--- config.mk ---
export PLATFORM = sky130hd
export DESIGN_NAME = our_multicycle_cpu
export DESIGN_NICKNAME = d
export VERILOG_FILES = /design/src/rtl/our_multicycle_cpu.sv
export SDC_FILE = /design/constraint.sdc
export NUM_CORES = 2
export LEC_CHECK = 0
export CORE_ASPECT_RATIO = 1.2
export CORE_UTILIZATION = 55
export DETAILED_ROUTE_END_ITERATION = 8
export PLACE_DENSITY = 0.72
export SYNTH_ARGS = -nofsm -noshare
export SYNTH_HDL_FRONTEND = slang
export SYNTH_SLANG_ARGS = --single-unit
export TNS_END_PERCENT = 1
--- constraint.sdc ---
create_clock -name clk -period 4 [get_ports clk]
set_clock_uncertainty 0.05 [all_clocks]
set_input_delay 0.4 -clock clk [delete_from_list [all_inputs] [get_ports clk]]
set_output_delay 0.4 -clock clk [all_outputs]
set_load 0.01 [all_outputs]
--- src/rtl/our_multicycle_cpu.sv ---
// Multicycle RV32I-subset core (add/sub/and/or/slt/addi/lw/sw/beq).
// One instruction at a time: FETCH -> DECODE -> EXEC -> {MEM, WB, FETCH}, with a sticky HALT state.
module our_multicycle_cpu #(
  parameter int              XLEN     = 32,
  parameter int              NREGS    = 32,
  parameter logic [XLEN-1:0] RESET_PC = '0
) (
  input  logic            clk,
  input  logic            reset,
  output logic            imem_req,
  output logic [XLEN-1:0] imem_addr,
  input  logic            imem_ready,
  input  logic [31:0]     imem_rdata,
  output logic            dmem_req,
  output logic            dmem_we,
  output logic [XLEN-1:0] dmem_addr,
  output logic [XLEN-1:0] dmem_wdata,
  input  logic            dmem_ready,
  input  logic [XLEN-1:0] dmem_rdata,
  output logic            halt
);

  localparam int RW = $clog2(NREGS);

  typedef enum logic [2:0] {S_FETCH, S_DECODE, S_EXEC, S_MEM, S_WB, S_HALT} state_t;
  typedef enum logic [3:0] {OP_ADD, OP_SUB, OP_AND, OP_OR, OP_SLT, OP_ADDI, OP_LW, OP_SW, OP_BEQ} op_t;

  state_t          state;
  op_t             op;
  op_t             dec_op;
  logic            dec_ok;
  logic [31:0]     ir;
  logic [4:0]      rd;
  logic [XLEN-1:0] pc, opa, opb, imm, result;
  logic [XLEN-1:0] dec_imm, alu, alu_b;
  logic [XLEN-1:0] rf [NREGS];

  logic [6:0] opcode, funct7;
  logic [2:0] funct3;
  logic [4:0] rs1_i, rs2_i, rd_i;
  logic [XLEN-1:0] imm_i, imm_s, imm_b;

  assign opcode = ir[6:0];
  assign rd_i   = ir[11:7];
  assign funct3 = ir[14:12];
  assign rs1_i  = ir[19:15];
  assign rs2_i  = ir[24:20];
  assign funct7 = ir[31:25];
  assign imm_i  = {{(XLEN-12){ir[31]}}, ir[31:20]};
  assign imm_s  = {{(XLEN-12){ir[31]}}, ir[31:25], ir[11:7]};
  assign imm_b  = {{(XLEN-13){ir[31]}}, ir[31], ir[7], ir[30:25], ir[11:8], 1'b0};

  assign imem_addr = pc;

  function automatic logic reg_ok(input logic [4:0] idx);
    return int'(idx) < NREGS;
  endfunction

  // x0 is never written, but the guard also keeps out-of-range indices off the array.
  function automatic logic [XLEN-1:0] rf_read(input logic [4:0] idx);
    if (idx == 5'd0 || !reg_ok(idx)) return '0;
    return rf[idx[RW-1:0]];
  endfunction

  always_comb begin
    dec_op  = OP_ADD;
    dec_ok  = 1'b0;
    dec_imm = '0;
    case (opcode)
      7'b0110011: begin
        dec_ok = 1'b1;
        case ({funct7, funct3})
          {7'h00, 3'b000}: dec_op = OP_ADD;
          {7'h20, 3'b000}: dec_op = OP_SUB;
          {7'h00, 3'b111}: dec_op = OP_AND;
          {7'h00, 3'b110}: dec_op = OP_OR;
          {7'h00, 3'b010}: dec_op = OP_SLT;
          default:         dec_ok = 1'b0;
        endcase
        dec_ok = dec_ok && reg_ok(rd_i) && reg_ok(rs1_i) && reg_ok(rs2_i);
      end
      7'b0010011: begin
        dec_op  = OP_ADDI;
        dec_imm = imm_i;
        dec_ok  = (funct3 == 3'b000) && reg_ok(rd_i) && reg_ok(rs1_i);
      end
      7'b0000011: begin
        dec_op  = OP_LW;
        dec_imm = imm_i;
        dec_ok  = (funct3 == 3'b010) && reg_ok(rd_i) && reg_ok(rs1_i);
      end
      7'b0100011: begin
        dec_op  = OP_SW;
        dec_imm = imm_s;
        dec_ok  = (funct3 == 3'b010) && reg_ok(rs1_i) && reg_ok(rs2_i);
      end
      7'b1100011: begin
        dec_op  = OP_BEQ;
        dec_imm = imm_b;
        dec_ok  = (funct3 == 3'b000) && reg_ok(rs1_i) && reg_ok(rs2_i);
      end
      default: dec_ok = 1'b0;
    endcase
  end

  assign alu_b = (op == OP_ADDI) ? imm : opb;

  always_comb begin
    alu = opa + alu_b;
    case (op)
      OP_SUB:  alu = opa - alu_b;
      OP_AND:  alu = opa & alu_b;
      OP_OR:   alu = opa | alu_b;
      OP_SLT:  alu = {{(XLEN-1){1'b0}}, ($signed(opa) < $signed(alu_b))};
      default: alu = opa + alu_b;
    endcase
  end

  always_ff @(posedge clk) begin
    if (reset) begin
      state      <= S_FETCH;
      pc         <= RESET_PC;
      ir         <= '0;
      halt       <= 1'b0;
      imem_req   <= 1'b1;
      dmem_req   <= 1'b0;
      dmem_we    <= 1'b0;
      dmem_addr  <= '0;
      dmem_wdata <= '0;
      op         <= OP_ADD;
      opa        <= '0;
      opb        <= '0;
      imm        <= '0;
      result     <= '0;
      rd         <= '0;
      for (int i = 0; i < NREGS; i++) rf[i] <= '0;
    end else begin
      case (state)
        S_FETCH: begin
          if (imem_ready) begin
            ir       <= imem_rdata;
            imem_req <= 1'b0;
            state    <= S_DECODE;
          end
        end
        S_DECODE: begin
          if (!dec_ok) begin
            halt  <= 1'b1;
            state <= S_HALT;
          end else begin
            op    <= dec_op;
            opa   <= rf_read(rs1_i);
            opb   <= rf_read(rs2_i);
            imm   <= dec_imm;
            rd    <= rd_i;
            state <= S_EXEC;
          end
        end
        S_EXEC: begin
          case (op)
            OP_BEQ: begin
              pc       <= (opa == opb) ? pc + imm : pc + XLEN'(4);
              imem_req <= 1'b1;
              state    <= S_FETCH;
            end
            OP_LW, OP_SW: begin
              dmem_req   <= 1'b1;
              dmem_we    <= (op == OP_SW);
              dmem_addr  <= opa + imm;
              dmem_wdata <= opb;
              state      <= S_MEM;
            end
            default: begin
              result <= alu;
              state  <= S_WB;
            end
          endcase
        end
        S_MEM: begin
          if (dmem_ready) begin
            dmem_req <= 1'b0;
            dmem_we  <= 1'b0;
            if (dmem_we) begin
              pc       <= pc + XLEN'(4);
              imem_req <= 1'b1;
              state    <= S_FETCH;
            end else begin
              result <= dmem_rdata;
              state  <= S_WB;
            end
          end
        end
        S_WB: begin
          if (rd != 5'd0) rf[rd[RW-1:0]] <= result;
          pc       <= pc + XLEN'(4);
          imem_req <= 1'b1;
          state    <= S_FETCH;
        end
        default: begin
          halt     <= 1'b1;
          imem_req <= 1'b0;
          dmem_req <= 1'b0;
        end
      endcase
    end
  end

endmodule

Yosys cells after proc, flatten, opt, wreduce, memory -nomap -nowiden --
Memories as Yosys holds them, arrays and structs flattened. A register that Yosys moved wholly into a read port is not among the register bits. Index checks and enable logic that the tools add are counted.
Cells by class: eq/ne operators 31, multiplexer cells 59, reductions and logical operators 28, bitwise operators 5, magnitude comparators 1, $add $sub $neg 5
Operators by type and width (count):
- $mux W32 | 13
- $pmux W32 S3 | 2
- $pmux W32 S4 | 1
- $add A32 B32 Y32 | 3
- $pmux W32 S2 | 1
- $add A32 B3 Y32 const B | 1
- $and A32 B32 Y32 | 1
- $eq A32 B32 Y1 | 1
- $lt A32 B32 Y1 | 1
- $or A32 B32 Y32 | 1
- $reduce_or A32 Y1 | 1
- $sub A32 B32 Y32 | 1
- $mux W5 | 5
- $mux W1 | 24
- $eq A10 B3 Y1 const B | 2
- $pmux W4 S5 | 1
- $eq A4 B3 Y1 const B | 4
- $ne A2 B2 Y1 const B | 8
- $pmux W3 S5 | 1
- $eq A7 B6 Y1 const B | 2
- $mux W3 | 4
- $pmux W3 S4 | 1
- $eq A10 B2 Y1 const B | 1
- $eq A10 B9 Y1 const B | 1
- 28 further kinds | 48
Word-level totals: flip-flop bits (word level) 272, bits of input ports 68, output and inout bits 100, memories kept 1, bits in writable memories 1024
Memory list:
- rf | depth 32, bits a word 32, rd ports 2, clocked after memory_dff 2, write ports 32, line 36 | logic [XLEN-1:0] rf [NREGS];

Logic depth before layout (Yosys ltp) --
depth after elaboration 8, depth in mapped cells 20

Worst setup path before layout --
OpenSTA, ideal clock, no wires.
kind register to register, start register state[1], end memory rf[28][0], enable pin, arrival 3.632 ns, library setup time 0.466 ns, cell stages (with the launch flop) 8, buffers on the path 2, setup slack -0.148 ns, cell sequence dfxtp_1 clkbuf_1 nor2_1 nand2_1 nor3_1 nand3b_1 clkbuf_1 o21ai_0
RTL lines:
- start: declaration | line 28 | state_t state;
- start signal: assignment | line 121 | state <= S_FETCH;
- start signal: assignment | line 143 | state <= S_DECODE;
- start signal: assignment | line 149 | state <= S_HALT;
- end: declaration | line 36

Final worst setup path --
start register op[3], end register result[26]
On the way: cells in the longest elaborated chain, start to end 6, elaborated cells on any way between the ends 19, those cells by class add/sub (2); eq/ne (9); mux (4); bitwise (2); reduce/logical (2)
Ends and longest elaborated chain:
- start: declaration | line 29 | op_t op;
- start signal: assignment | line 151 | op <= dec_op;
- $eq A4 B3 Y1 | line 106 | assign alu_b = (op == OP_ADDI) ? imm : opb;
- $mux W32 | line 106
- $add A32 B32 Y32 (tied with other cells) | line 115 | default: alu = opa + alu_b;
- $pmux W32 S4 | line 110 | case (op)
- $mux W32 | line 160 | case (op)
- $pmux W32 S2 | line 138 | case (state)
- end signal: assignment | line 174 | result <= alu;
- end signal: assignment | line 188 | result <= dmem_rdata;
- end: declaration | line 34 | logic [XLEN-1:0] pc, opa, opb, imm, result;
Several ways; a longest one is shown, not always the timed one. The select of a mux whose other input is x is not followed. A chain may end at the register's enable or synchronous reset.

==> results.yml <==
outcome:
  status: "finished, violations left"
  violations: "negative setup slack"
placement:
  hpwlAfterDp_um: 154000
  numPortBuffers: 167
  gp_congestion: 0.989
  dp_slack_ns: -0.304
synthesis:
  syn_area_per_cell_sq_um: 12.8
  synth_cell_types: 82
  synth-seq-cells: 1287
  yosys.cell_count.top_type: "edfxtp_1"
  synthCells: 5655
  yosysTopAreaCellShare_pct: 42.4
  ys_warn_count: 0
  synth-async-reset-ratio_pct: 0
  yosys-top-cells-area: "edfxtp_1 (42%), mux4_2 (20%), and2_1 (8.6%)"
  ys_top_cells_by_count: "edfxtp_1 (1024), and2_1 (1000), mux4_2 (640), clkbuf_1 (431), nand2_1 (341)"
  synth_largest_area_cell: "edfxtp_1"
  synthFlopType: "edfxtp_1"
  yosysSeqAreaShare_pct: 49.7
  synth-edff-count: 1024
  syn_area_sq_um: 72500
clocking:
  cts_tree: "built"
  cts_sinks: 1287
  clockBufferDepth: 3
  path_clk_slew_ns: 0.06
  cts.htree.levels: 4
  ctsRootBufferMaster: "clkbuf_16"
  cts_made_buffers: 133
  clock_latency_ns: 0.79
global_route:
  grt_pass1_vias: 50800
  met1_usage_pct: 43.6
  grt_max_degree: 61
  grt_most_used_layer: "met2"
  grt_util_met3_pct: 7.20
  antenna_found_initial: 18
  track_usage_pct: 36.2
  grt_pass1_wl_um: 346000
  gr-usage-met2_pct: 60.1
  grt_remaining_overflow: 0
sta:
  rsz0062_at_grt: "yes"
  finalSetupViolations: 1
  setup_tns_ns: -0.0653
  drv_slew: 0
  period_minus_slack_ns: 4.07
  max-slew-margin-rel_pct: 12.3
  tightest_slew_ns: 1.32
  max_freq_mhz: 246
  fin_ws_ns: -0.0653
  hold_violations: 0
  finalCritPeriodShare_pct: 102
floorplan:
  die_x_um: 333
  initial_core_util_pct: 55.6
  design.die.area_sq_um: 133000
  row_count: 145
  die_h_um: 400
  coreArea_sq_um: 130000
  pin_count: 168
finish:
  final_nets: 6071
  drive_gt1_share_pct: 24.0
  n_fill_cell: 9623
  multiInputGateArea_sq_um: 34900
  seq_area_sq_um: 36100
  areaGrowthSynthToFinish_pct: 14.4
hold_path:
  hp-class: "input port to flip-flop"
  hold_depth: 3
routing:
  drc_errors: 0
  detail_route.iter0.violations: 6837
  post_drt_wl_per_cell_um: 31.6
  wl_um: 241000
  dr_total_vias: 51400
  drtPass1Iterations: 6
  via_per_inst: 6.74
  antenna_left: 0
critical_path:
  end_kind: "flip-flop"
  rr_worst_depth: 18
  criticalPathCategory: "flip-flop to flip-flop"
  worst_setup_path_start_kind: "flip-flop"
  cp.arrival_ns: 4.67
  path_max_fanout: 4
  required_ns: 4.61
power_and_ir_drop:
  totalPowerFinal_mw: 30.9
  power_density_nw_per_um2: 373
  leakagePower_nw: 29.6
  vdd_drop_max_v: 0.000453
job:
  maxCapViolations: 0
-- metal layers --
metal / up-vias / wire length [um]
met2: 3155 / 117000
li1: 21600 / -
met1: 25800 / 83900
met5: - / 121
met4: 16 / 16500
met3: 838 / 23400
-- worst max-delay path, stage by stage (launching register included) --
cell and delay (ns):
dfxtp_2 0.33, nand2b_4 0.15, nor2_4 0.12, nand2_4 0.10, buf_12 0.15, buf_16 0.13
mux2_4 0.32, inv_4 0.06, ha_4 0.12, or3b_4 0.39, a31oi_4 0.22, nor2_2 0.07
o211ai_2 0.20, o211ai_2 0.18, a2111oi_4 0.48, o31ai_1 0.14, a221o_1 0.40, a221oi_2 0.25
o41ai_2 0.08
-- report_power, final --
part / switching [mW] / internal [mW]
Sequential: 0.339 / 14.8
Clock: 5.42 / 7.19
Combinational: 1.68 / 1.50
Total: 7.43 / 23.5
-- cells by family after synthesis --
logic type	count (synthesis)	synth area share [%]
AND/OR/NAND/NOR	1889	14.1
flip-flops	1287	49.7
AO/OA/AOI/OAI	842	7.47
multiplexers	730	21.2
buffers and inverters	632	3.34
adder cells (fa/ha/maj)	164	2.87
XOR/XNOR	110	1.33
other	1	0.00517
-- cell type report --
class,instances,area share [%]
Antenna cell,1,0.00302
Multi-Input combinational cell,3767,42.0
Inverter,124,0.567
Sequential cell,1287,43.5
Tap cell,1690,2.55
Clock inverter,57,0.706
Clock buffer,182,4.49
Timing Repair Buffer,526,6.18
-- repair_timing --
action                                  CTS  global route
buffers inserted                          7             0
hold buffers                              1             0
resized for setup                        24            30
endpoints found under the hold margin    33             0
pin swaps                                13            13
gates cloned                              1             0
endpoints found under the setup margin   17            20
-- registers in the layout, summed over array words and instances, names as in the netlist, 3 cells and up, named ones only --
register,cells
rf,1024
dmem_addr,32
dmem_wdata,32
imem_addr,32
ir,32
opa,32
opb,32
result,32
imm,13
rd,5
op,4
state,3
-- stage by stage --
stage	instances	cell area, sq um	utilization, %	hold WS [ns]
2_1_floorplan	5686	72600	-	0.386
3_3_place_gp	7385	78300	60.1	0.389
3_5_place_dp	7385	78300	60.1	0.396
4_1_cts	7633	82800	63.5	0.0723
5_1_grt	7633	83000	63.6	0.132
6_report	7634	83000	63.6	0.115
-- final timing paths --
path                                  start                        end  slack, ns
hold / removal                imem_rdata[2]         ir[2]$_SDFFE_PP0P_       0.12
setup / recovery         op[3]$_SDFFE_PP0P_    result[26]$_SDFFE_PP0P_      -0.07
setup reg to reg         op[3]$_SDFFE_PP0P_    result[26]$_SDFFE_PP0P_      -0.07
hold reg to reg   dmem_addr[5]$_SDFFE_PP0P_  dmem_addr[5]$_SDFFE_PP0P_       0.40
-- cell usage in the layout, fill, tap and decap left out, types with 119 or more instances in the layout --
| cell | count |
|---|---|
| mux4_2 | 640 |
| dfxtp_1 | 250 |
| edfxtp_1 | 1024 |
| clkdlybuf4s50_1 | 166 |
| and2_1 | 999 |
| clkbuf_16 | 141 |
| nor2_1 | 220 |
| nand2_1 | 338 |
| ha_1 | 157 |
| inv_1 | 119 |
| buf_4 | 297 |
| a21oi_1 | 287 |
Power figures use the tool's default switching activity.
